<file path="config.mk">
export PLATFORM = sky130hd
export DESIGN_NAME = prefix_addsub_pipe
export DESIGN_NICKNAME = d
export VERILOG_FILES = /design/src/rtl/prefix_pkg.sv /design/src/rtl/prefix_addsub_pipe_level.sv /design/src/rtl/prefix_addsub_pipe.sv
export SDC_FILE = /design/constraint.sdc
export NUM_CORES = 1
export LEC_CHECK = 0
export CORE_MARGIN = 8
export CORE_UTILIZATION = 55
export CTS_CLUSTER_DIAMETER = 60
export DETAILED_ROUTE_END_ITERATION = 8
export GPL_TIMING_DRIVEN = 0
export PLACE_DENSITY = 0.74
export REMOVE_ABC_BUFFERS = 1
export SLEW_MARGIN = 15
export SYNTH_ARGS = -nofsm -noshare
export SYNTH_HDL_FRONTEND = slang
export SYNTH_SLANG_ARGS = --single-unit
export TNS_END_PERCENT = 5
</file>
<file path="constraint.sdc">
create_clock -name clk -period 24 [get_ports clk]
set_input_delay 3.6 -clock clk [delete_from_list [all_inputs] [get_ports clk]]
set_output_delay 3.6 -clock clk [all_outputs]
set_load 0.01 [all_outputs]
</file>
<file path="src/rtl/prefix_pkg.sv">
`timescale 1ns/1ps
// prefix_pkg: shared constants, the generate/propagate pair type and the
// Kogge-Stone combine operator for the pipelined prefix add/subtract unit.
//   WIDTH      : operand width (32 only)
//   LEVELS     : number of prefix levels (log2 WIDTH)
//   NGP        : length of the g/p vector (bits 0..31 plus the carry-in slot)
//   LEVEL_DIST : combine distance of each prefix level
package prefix_pkg;

  localparam int WIDTH  = 32;
  localparam int LEVELS = 5;
  // Index 0 is the carry-in position (bit -1); index i+1 holds bit i.
  localparam int NGP    = WIDTH + 1;

  localparam int LEVEL_DIST [LEVELS] = '{32'd1, 32'd2, 32'd4, 32'd8, 32'd16};

  typedef struct packed {
    logic g;
    logic p;
  } gp_t;

  // Associative prefix operator: hi group absorbs the lower group.
  function automatic gp_t combine(input gp_t hi, input gp_t lo);
    gp_t r;
    r.g = hi.g | (hi.p & lo.g);
    r.p = hi.p & lo.p;
    return r;
  endfunction

endpackage

</file>
<file path="src/rtl/prefix_addsub_pipe_level.sv">
`timescale 1ns/1ps
// prefix_level: one registered Kogge-Stone level. Entries at index >= DIST
// are combined with the entry DIST below; lower entries pass through. The
// sum-propagate vector and the valid bit ride along untouched.
// Ports:
//   clk, rst           : clock, asynchronous active-high reset
//   en                 : pipeline advance enable (hold when low)
//   valid_i / valid_o  : beat valid into / out of this level
//   g_i, p_i / g_o, p_o: group generate/propagate vectors (NGP entries)
//   sp_i / sp_o        : per-bit sum propagate, carried for the final XOR
module prefix_level
  import prefix_pkg::*;
#(
  parameter int DIST = 1
) (
  input  logic             clk,
  input  logic             rst,
  input  logic             en,
  input  logic             valid_i,
  input  logic [NGP-1:0]   g_i,
  input  logic [NGP-1:0]   p_i,
  input  logic [WIDTH-1:0] sp_i,
  output logic             valid_o,
  output logic [NGP-1:0]   g_o,
  output logic [NGP-1:0]   p_o,
  output logic [WIDTH-1:0] sp_o
);

  logic [NGP-1:0] g_d;
  logic [NGP-1:0] p_d;
  gp_t            gp_tmp;

  // Prefix combine for this level's distance.
  always_comb begin
    g_d    = g_i;
    p_d    = p_i;
    gp_tmp = '{g: 1'b0, p: 1'b0};
    for (int k = DIST; k < NGP; k++) begin
      gp_tmp = combine(gp_t'{g: g_i[k], p: p_i[k]},
                       gp_t'{g: g_i[k-DIST], p: p_i[k-DIST]});
      g_d[k] = gp_tmp.g;
      p_d[k] = gp_tmp.p;
    end
  end

  // Level register: clears on reset, loads when the pipe advances, else holds.
  always_ff @(posedge clk or posedge rst) begin
    if (rst) begin
      valid_o <= 1'b0;
      g_o     <= {NGP{1'b0}};
      p_o     <= {NGP{1'b0}};
      sp_o    <= {WIDTH{1'b0}};
    end else if (en) begin
      valid_o <= valid_i;
      g_o     <= g_d;
      p_o     <= p_d;
      sp_o    <= sp_i;
    end else begin
      valid_o <= valid_o;
      g_o     <= g_o;
      p_o     <= p_o;
      sp_o    <= sp_o;
    end
  end

endmodule

</file>
<file path="src/rtl/prefix_addsub_pipe.sv">
`timescale 1ns/1ps
// prefix_addsub_pipe: 32-bit add/subtract unit with a Kogge-Stone carry
// network, one register per prefix level (S0 operand stage + S1..S5), and a
// valid/ready handshake sustaining one beat per cycle.
// Ports:
//   clk, rst             : clock, asynchronous active-high reset
//   in_valid / in_ready  : operand handshake
//   op_a, op_b, sub      : operands; sub=1 selects A-B
//   out_valid / out_ready: result handshake
//   result               : sum or difference
//   cout, borrow, ovf    : carry out, borrow (sub & ~cout), signed overflow
//   zero                 : result == 0, only while out_valid
module prefix_addsub_pipe
  import prefix_pkg::*;
(
  input  logic             clk,
  input  logic             rst,
  input  logic             in_valid,
  output logic             in_ready,
  input  logic [WIDTH-1:0] op_a,
  input  logic [WIDTH-1:0] op_b,
  input  logic             sub,
  output logic             out_valid,
  input  logic             out_ready,
  output logic [WIDTH-1:0] result,
  output logic             cout,
  output logic             borrow,
  output logic             ovf,
  output logic             zero
);

  logic             en;
  logic [WIDTH-1:0] bb;
  logic [NGP-1:0]   s0_g_d;
  logic [NGP-1:0]   s0_p_d;
  logic [WIDTH-1:0] s0_sp_d;
  logic             s0_valid_q;
  logic [NGP-1:0]   s0_g_q;
  logic [NGP-1:0]   s0_p_q;
  logic [WIDTH-1:0] s0_sp_q;

  // Stage taps: index 0 is S0, index l is the output of prefix level l.
  logic             lv_valid [LEVELS+1];
  logic [NGP-1:0]   lv_g     [LEVELS+1];
  logic [NGP-1:0]   lv_p     [LEVELS+1];
  logic [WIDTH-1:0] lv_sp    [LEVELS+1];

  logic [NGP-1:0]   carry_full;
  gp_t              gp_tmp;

  // Whole pipe advances together unless the output beat is stalled.
  assign en        = ~out_valid | out_ready;
  assign in_ready  = en;
  assign out_valid = lv_valid[LEVELS];

  // Operand stage: carry-in folded in as a pure generate at position -1.
  always_comb begin
    bb      = op_b ^ {WIDTH{sub}};
    s0_g_d  = {op_a & bb, sub};
    s0_p_d  = {op_a ^ bb, 1'b0};
    s0_sp_d = op_a ^ bb;
  end

  // S0 register: a bubble is loaded when in_valid is low and en is high.
  always_ff @(posedge clk or posedge rst) begin
    if (rst) begin
      s0_valid_q <= 1'b0;
      s0_g_q     <= {NGP{1'b0}};
      s0_p_q     <= {NGP{1'b0}};
      s0_sp_q    <= {WIDTH{1'b0}};
    end else if (en) begin
      s0_valid_q <= in_valid;
      s0_g_q     <= s0_g_d;
      s0_p_q     <= s0_p_d;
      s0_sp_q    <= s0_sp_d;
    end else begin
      s0_valid_q <= s0_valid_q;
      s0_g_q     <= s0_g_q;
      s0_p_q     <= s0_p_q;
      s0_sp_q    <= s0_sp_q;
    end
  end

  assign lv_valid[0] = s0_valid_q;
  assign lv_g[0]     = s0_g_q;
  assign lv_p[0]     = s0_p_q;
  assign lv_sp[0]    = s0_sp_q;

  for (genvar l = 0; l < LEVELS; l++) begin : g_level
    prefix_level #(
      .DIST(LEVEL_DIST[l])
    ) u_level (
      .clk    (clk),
      .rst    (rst),
      .en     (en),
      .valid_i(lv_valid[l]),
      .g_i    (lv_g[l]),
      .p_i    (lv_p[l]),
      .sp_i   (lv_sp[l]),
      .valid_o(lv_valid[l+1]),
      .g_o    (lv_g[l+1]),
      .p_o    (lv_p[l+1]),
      .sp_o   (lv_sp[l+1])
    );
  end

  // Final carries. Five levels span 32 entries, so every group already
  // reaches the carry-in slot except the top one (bit 31 -> bit 0). Folding
  // the carry-in into every group fixes that entry; for the others the group
  // propagate is already 0 (p at the carry-in slot is 0), so they are unchanged.
  always_comb begin
    carry_full = {NGP{1'b0}};
    gp_tmp     = '{g: 1'b0, p: 1'b0};
    for (int k = 0; k < NGP; k++) begin
      gp_tmp = combine(gp_t'{g: lv_g[LEVELS][k], p: lv_p[LEVELS][k]},
                       gp_t'{g: lv_g[LEVELS][0], p: 1'b0});
      carry_full[k] = gp_tmp.g;
    end
  end

  // Result and flags straight from the S5 registers. carry_full[i] is the
  // carry into bit i; carry_full[0] is the captured sub bit.
  always_comb begin
    result = lv_sp[LEVELS] ^ carry_full[WIDTH-1:0];
    cout   = carry_full[WIDTH];
    ovf    = carry_full[WIDTH-1] ^ carry_full[WIDTH];
    borrow = lv_g[LEVELS][0] & ~carry_full[WIDTH];
    zero   = (result == {WIDTH{1'b0}}) & out_valid;
  end

endmodule

</file>
After elaboration in Yosys (flattened, before gate mapping)
Index checks and enable logic that the tools add are counted.
W data, S select, Z words.
{ "op_classes": {"n_bitwise": 383, "reduce_logical": 1} }
{ "ops": {"columns": ["cell", "count"], "rows": [
  ["$and A1 B1 Y1", 240],
  ["$or A1 B1 Y1", 136],
  ["$xor A32 B32 Y32", 3],
  ["$and A32 B32 Y32", 1],
  ["$logic_not A32 Y1", 1],
  ["$not A1 Y1", 2],
  ["$xor A1 B1 Y1", 1]
]} }
{ "word_totals": {"regBits": 499, "inputBits": 69, "out_inout_bits": 38, "wordCells": 407} }

Longest topological paths before layout
{ "logic_depth": {"ltp_word": 4, "mapped_depth": 8} }

By module
Synthesis repeated with hierarchy kept, for this count alone.
{ "unflattened": {"hier_cells": 1910, "area_unflattened_um2": 23149.7} }
{ "by_module_without_submodules": {"columns": ["mod", "instances", "cells_each", "area_each_um2"], "rows": [
  ["prefix_level at g_level[0].u_level", 1, 345, 3932.5],
  ["prefix_level at g_level[1].u_level", 1, 341, 3920.0],
  ["prefix_level at g_level[2].u_level", 1, 332, 3878.7],
  ["prefix_level at g_level[3].u_level", 1, 316, 3853.7],
  ["prefix_level at g_level[4].u_level", 1, 282, 3783.6],
  ["prefix_addsub_pipe", 1, 294, 3781.1]
]} }

Least setup slack after synthesis
OpenSTA, ideal clock, no wires.
{ "synth_path": {"path_kind": "input to output", "startpoint": "input port out_ready", "endpoint": "output port in_ready", "arrival_ps": 4237, "required_time_ps": 20400, "setup_slack_ps": 16163, "path_stages": 5, "path_buffers": 3, "path_cell_list": "nor2_2 -> inv_2 -> buf_2 -> buf_6 -> buf_2"} }
{ "synth_between": {"elab_chain_len": 1} }
{ "synth_rtl": {"columns": ["element", "line", "rtl"], "rows": [
  ["start, declared", "prefix_addsub_pipe.sv:24", "input logic out_ready,"],
  ["$or A1 B1 Y1", "prefix_addsub_pipe.sv:52", "assign en = ~out_valid | out_ready;"],
  ["end, declared", "prefix_addsub_pipe.sv:19", "output logic in_ready,"]
]} }
Every way passes these cells.

Worst setup path in the final report
Same ends and word-level chain as after synthesis.

==> impl_results.md <==
- Worst vdd ir: around 0.083 mV
- I/O pin cnt: 107
- Antenna violations before repair: 0
- Max-cap viol count: 0
- Hold_buf cts: 0
- Row cnt: 70
- PwrDens: roughly 130 nW/um^2
- Via count: between 10000 and 15000
- Pin count of the biggest net entering global routing: about 160
- Final-report max-slew violation count: 0
- Clk_lat worst skew: 0.55 ns
- Status: finished clean
- Number of global-route vias before repair: 14500
- Ys Warns: 0
- Area Overhead vs Synth: 16.2%
- CTS tree: yes
- Yosys reg bits: between 400 and 500
- Final Cycle Share: roughly 39%
- Seq pwr share: a little under half
- Post-synth EDFFs: 0
- H-Tree Depth: 2
- Post-Synthesis Cells: around 2200
- First-pass DRT Iterations: 5
- # resized after CTS: 0
- DP Cell Count: ~2700
- P_sw: 1070 uW
- Final Hold Viols: 0
- Final hold slack: 0.462 ns
- RSZ-0062 raised after global routing: no
- CTS buffer count: 51
- Setup crit start kind: primary input
- Synth async-reset ratio: 100%
- Critical Setup Path Class: in2out
- Cell-internal power: slightly below 2000 uW
- Layout Skew: 0.0201 ns
- First-pass GRT wire length: between 70 and 80 mm
- Sw Ratio: a little over a third
- Top cells by count, synth: nand2_1, dfrtp_1, a21oi_1, nor2_1, nand3_1
- Die width: just over 200 microns
- Leading area contributor after synthesis: dfrtp_1
- R2r setup slk: between 20 and 25 ns
- Number of distinct library cells after synthesis: 21
- Sequential share of the synthesized area: about 62%
- Mapped Avg Cell Area: between 9 and 10 sq um
- Clk network pwr share: 24.6%
- Worst Path Arrival: just under 6 ns
- Post-route minimum period: approximately 9.5 ns
- Worst slew pin tran: about 0.94 ns
- Root Buffer: clkbuf_16
- Slew margin rel.: 37.1%
- Final ANT Viol Nets: 0
- CP endpoint kind: output pin
- Max Clk Rate: 106 MHz
- Most used DFF post-synth: dfrtp_1
- Initial drt markers: between 1000 and 1500
- DP HPWL: just under 30 mm
- Drt total wl: roughly 43 mm
- Comb pwr share: between 20% and 30%
- Vias per inst: 5.25
- Die ar.: ~43000 sq um
- Routed len/inst: 15.2 microns
- Hold WC Path Type: reg2reg
- Grt total ovfl: 0
- Final setup fails: 0
- Count leader, synth: nand2_1
- Die Height: around 210 microns
- # diodes: 0
- Synthesized area: between 20000 and 25000 sq um
- Total power draw: around 3000 uW
- Area contributors post-synth: dfrtp_1, nand2_1, a21oi_1, xor2_1, nand3_1
- P_leak: roughly 0.012 uW
- Final net count: about 2400
- Setup Buffers After CTS: 0
- Initial Util: a little under three fifths
- Max clock buf depth: 3
- Layout cells sized above 1: approximately 4.6%
- Required time worst endpoint: a little over 20 ns
- Total GRT Usage: 20.0%
- Finished Layout Cells: between 2000 and 3000
- I/O Buffers: 106
- Clock tree sinks: approximately 500
- CP max FO: roughly 160
- GPL Wtd Cong: between 0.7 and 0.8
- Top-area cell type share of the netlist area: 61.9%
- Reg clk slew, reported paths: approximately 0.05 ns
- Area of the core: 36300 sq um
- # DRC: 0
## worst max-delay path, cell delays in order
cell and delay [ns]:
clkdlybuf4s50_1 0.51, nor2_4 0.07, buf_12 0.17, inv_8 0.27, buf_16 0.47, clkdlybuf4s50_1 0.65
## power groups by stage
stage / clock, uW / sequential, uW / combinational, uW
final: 748 / 1460 / 832
after global routing: 800 / 1500 / 948
after CTS: 765 / 1460 / 843
after detailed placement: 0 / 1470 / 836
after global placement: 0 / 1460 / 832
after floorplan: 0 / 1370 / 576
## per-layer routing
layer	GRT usage [%]	wire, microns
met1	28.2	19500
met2	32.0	20200
met3	3.67	2090
met4	4.95	710
met5	0	0
## cell type report
cell class	count	area [sq um]
clock buffers	73	1530
clock inverters	12	66.3
fillers	2910	12900
inverters	4	30.0
multi-input cells	1607	7150
flip-flops and latches	499	12500
well taps	468	586
repair buffers	128	1590
## sequential cells by signal, indices dropped and copies added (netlist names)
name	count
g_level.u_level.g_o	165
g_level.u_level.sp_o	160
g_level.u_level.p_o	103
s0_g_q	33
s0_sp_q	32
g_level.u_level.valid_o	5
s0_valid_q	1
## layout by cell type (no fill, tap or decap)
cell	n
nor3b_1	1
nor2_4	1
ha_1	32
nand2_1	989
and2_1	1
clkbuf_8	13
inv_2	1
dfrtp_1	499
buf_16	13
xnor2_1	1
clkdlybuf4s50_1	105
clkbuf_1	7
nand3_1	103
nand4_1	2
xor2_1	64
a21oi_1	269
clkinv_2	11
nand2b_1	1
nor3_1	1
nor2_1	135
clkbuf_16	53
nor4_1	6
buf_12	9
inv_8	3
nor4_2	1
buf_2	1
inv_1	1
## final timing paths
path,startpoint,to,cells past startpoint
max,out_ready,in_ready,6
min,g_level[0].u_level.sp_o[19]$_DFFE_PP0P_,g_level[0].u_level.sp_o[19]$_DFFE_PP0P_,2
max reg2reg,g_level[4].u_level.valid_o$_DFFE_PP0P_,g_level[1].u_level.p_o[29]$_DFFE_PP0P_,9
min reg2reg,g_level[0].u_level.sp_o[19]$_DFFE_PP0P_,g_level[0].u_level.sp_o[19]$_DFFE_PP0P_,2
max in group asynchronous,rst,g_level[1].u_level.sp_o[15]$_DFFE_PP0P_,4
min in group asynchronous,rst,g_level[1].u_level.sp_o[29]$_DFFE_PP0P_,2
## stage by stage
| stage | setup slack [ns] | util [%] | setup TNS, ns | instance area (sq um) |
|---|---|---|---|---|
| floorplan | -2.35 | - | -2.35 | 19600 |
| global placement | -19.50 | 58.6 | -7873.57 | 21300 |
| CTS | 14.56 | 64.5 | 0 | 23400 |
| global route | 14.42 | 64.5 | 0 | 23400 |
| detailed placement | 14.56 | 60.1 | 0 | 21800 |
| finish | 14.54 | 64.5 | 0 | 23400 |
## logic make-up (layout without fill, tap and decap cells)
kind of cell	count (synthesis)	after routing	synth area share, %
buffers and inverters	118	217	2.70
XOR/XNOR	65	65	2.82
AO/OA/AOI/OAI	269	269	6.67
adder cells (fa/ha/maj)	32	32	1.98
AND/OR/NAND/NOR	1241	1241	23.9
flip-flops	499	499	61.9
Power figures use the tool's default switching activity.
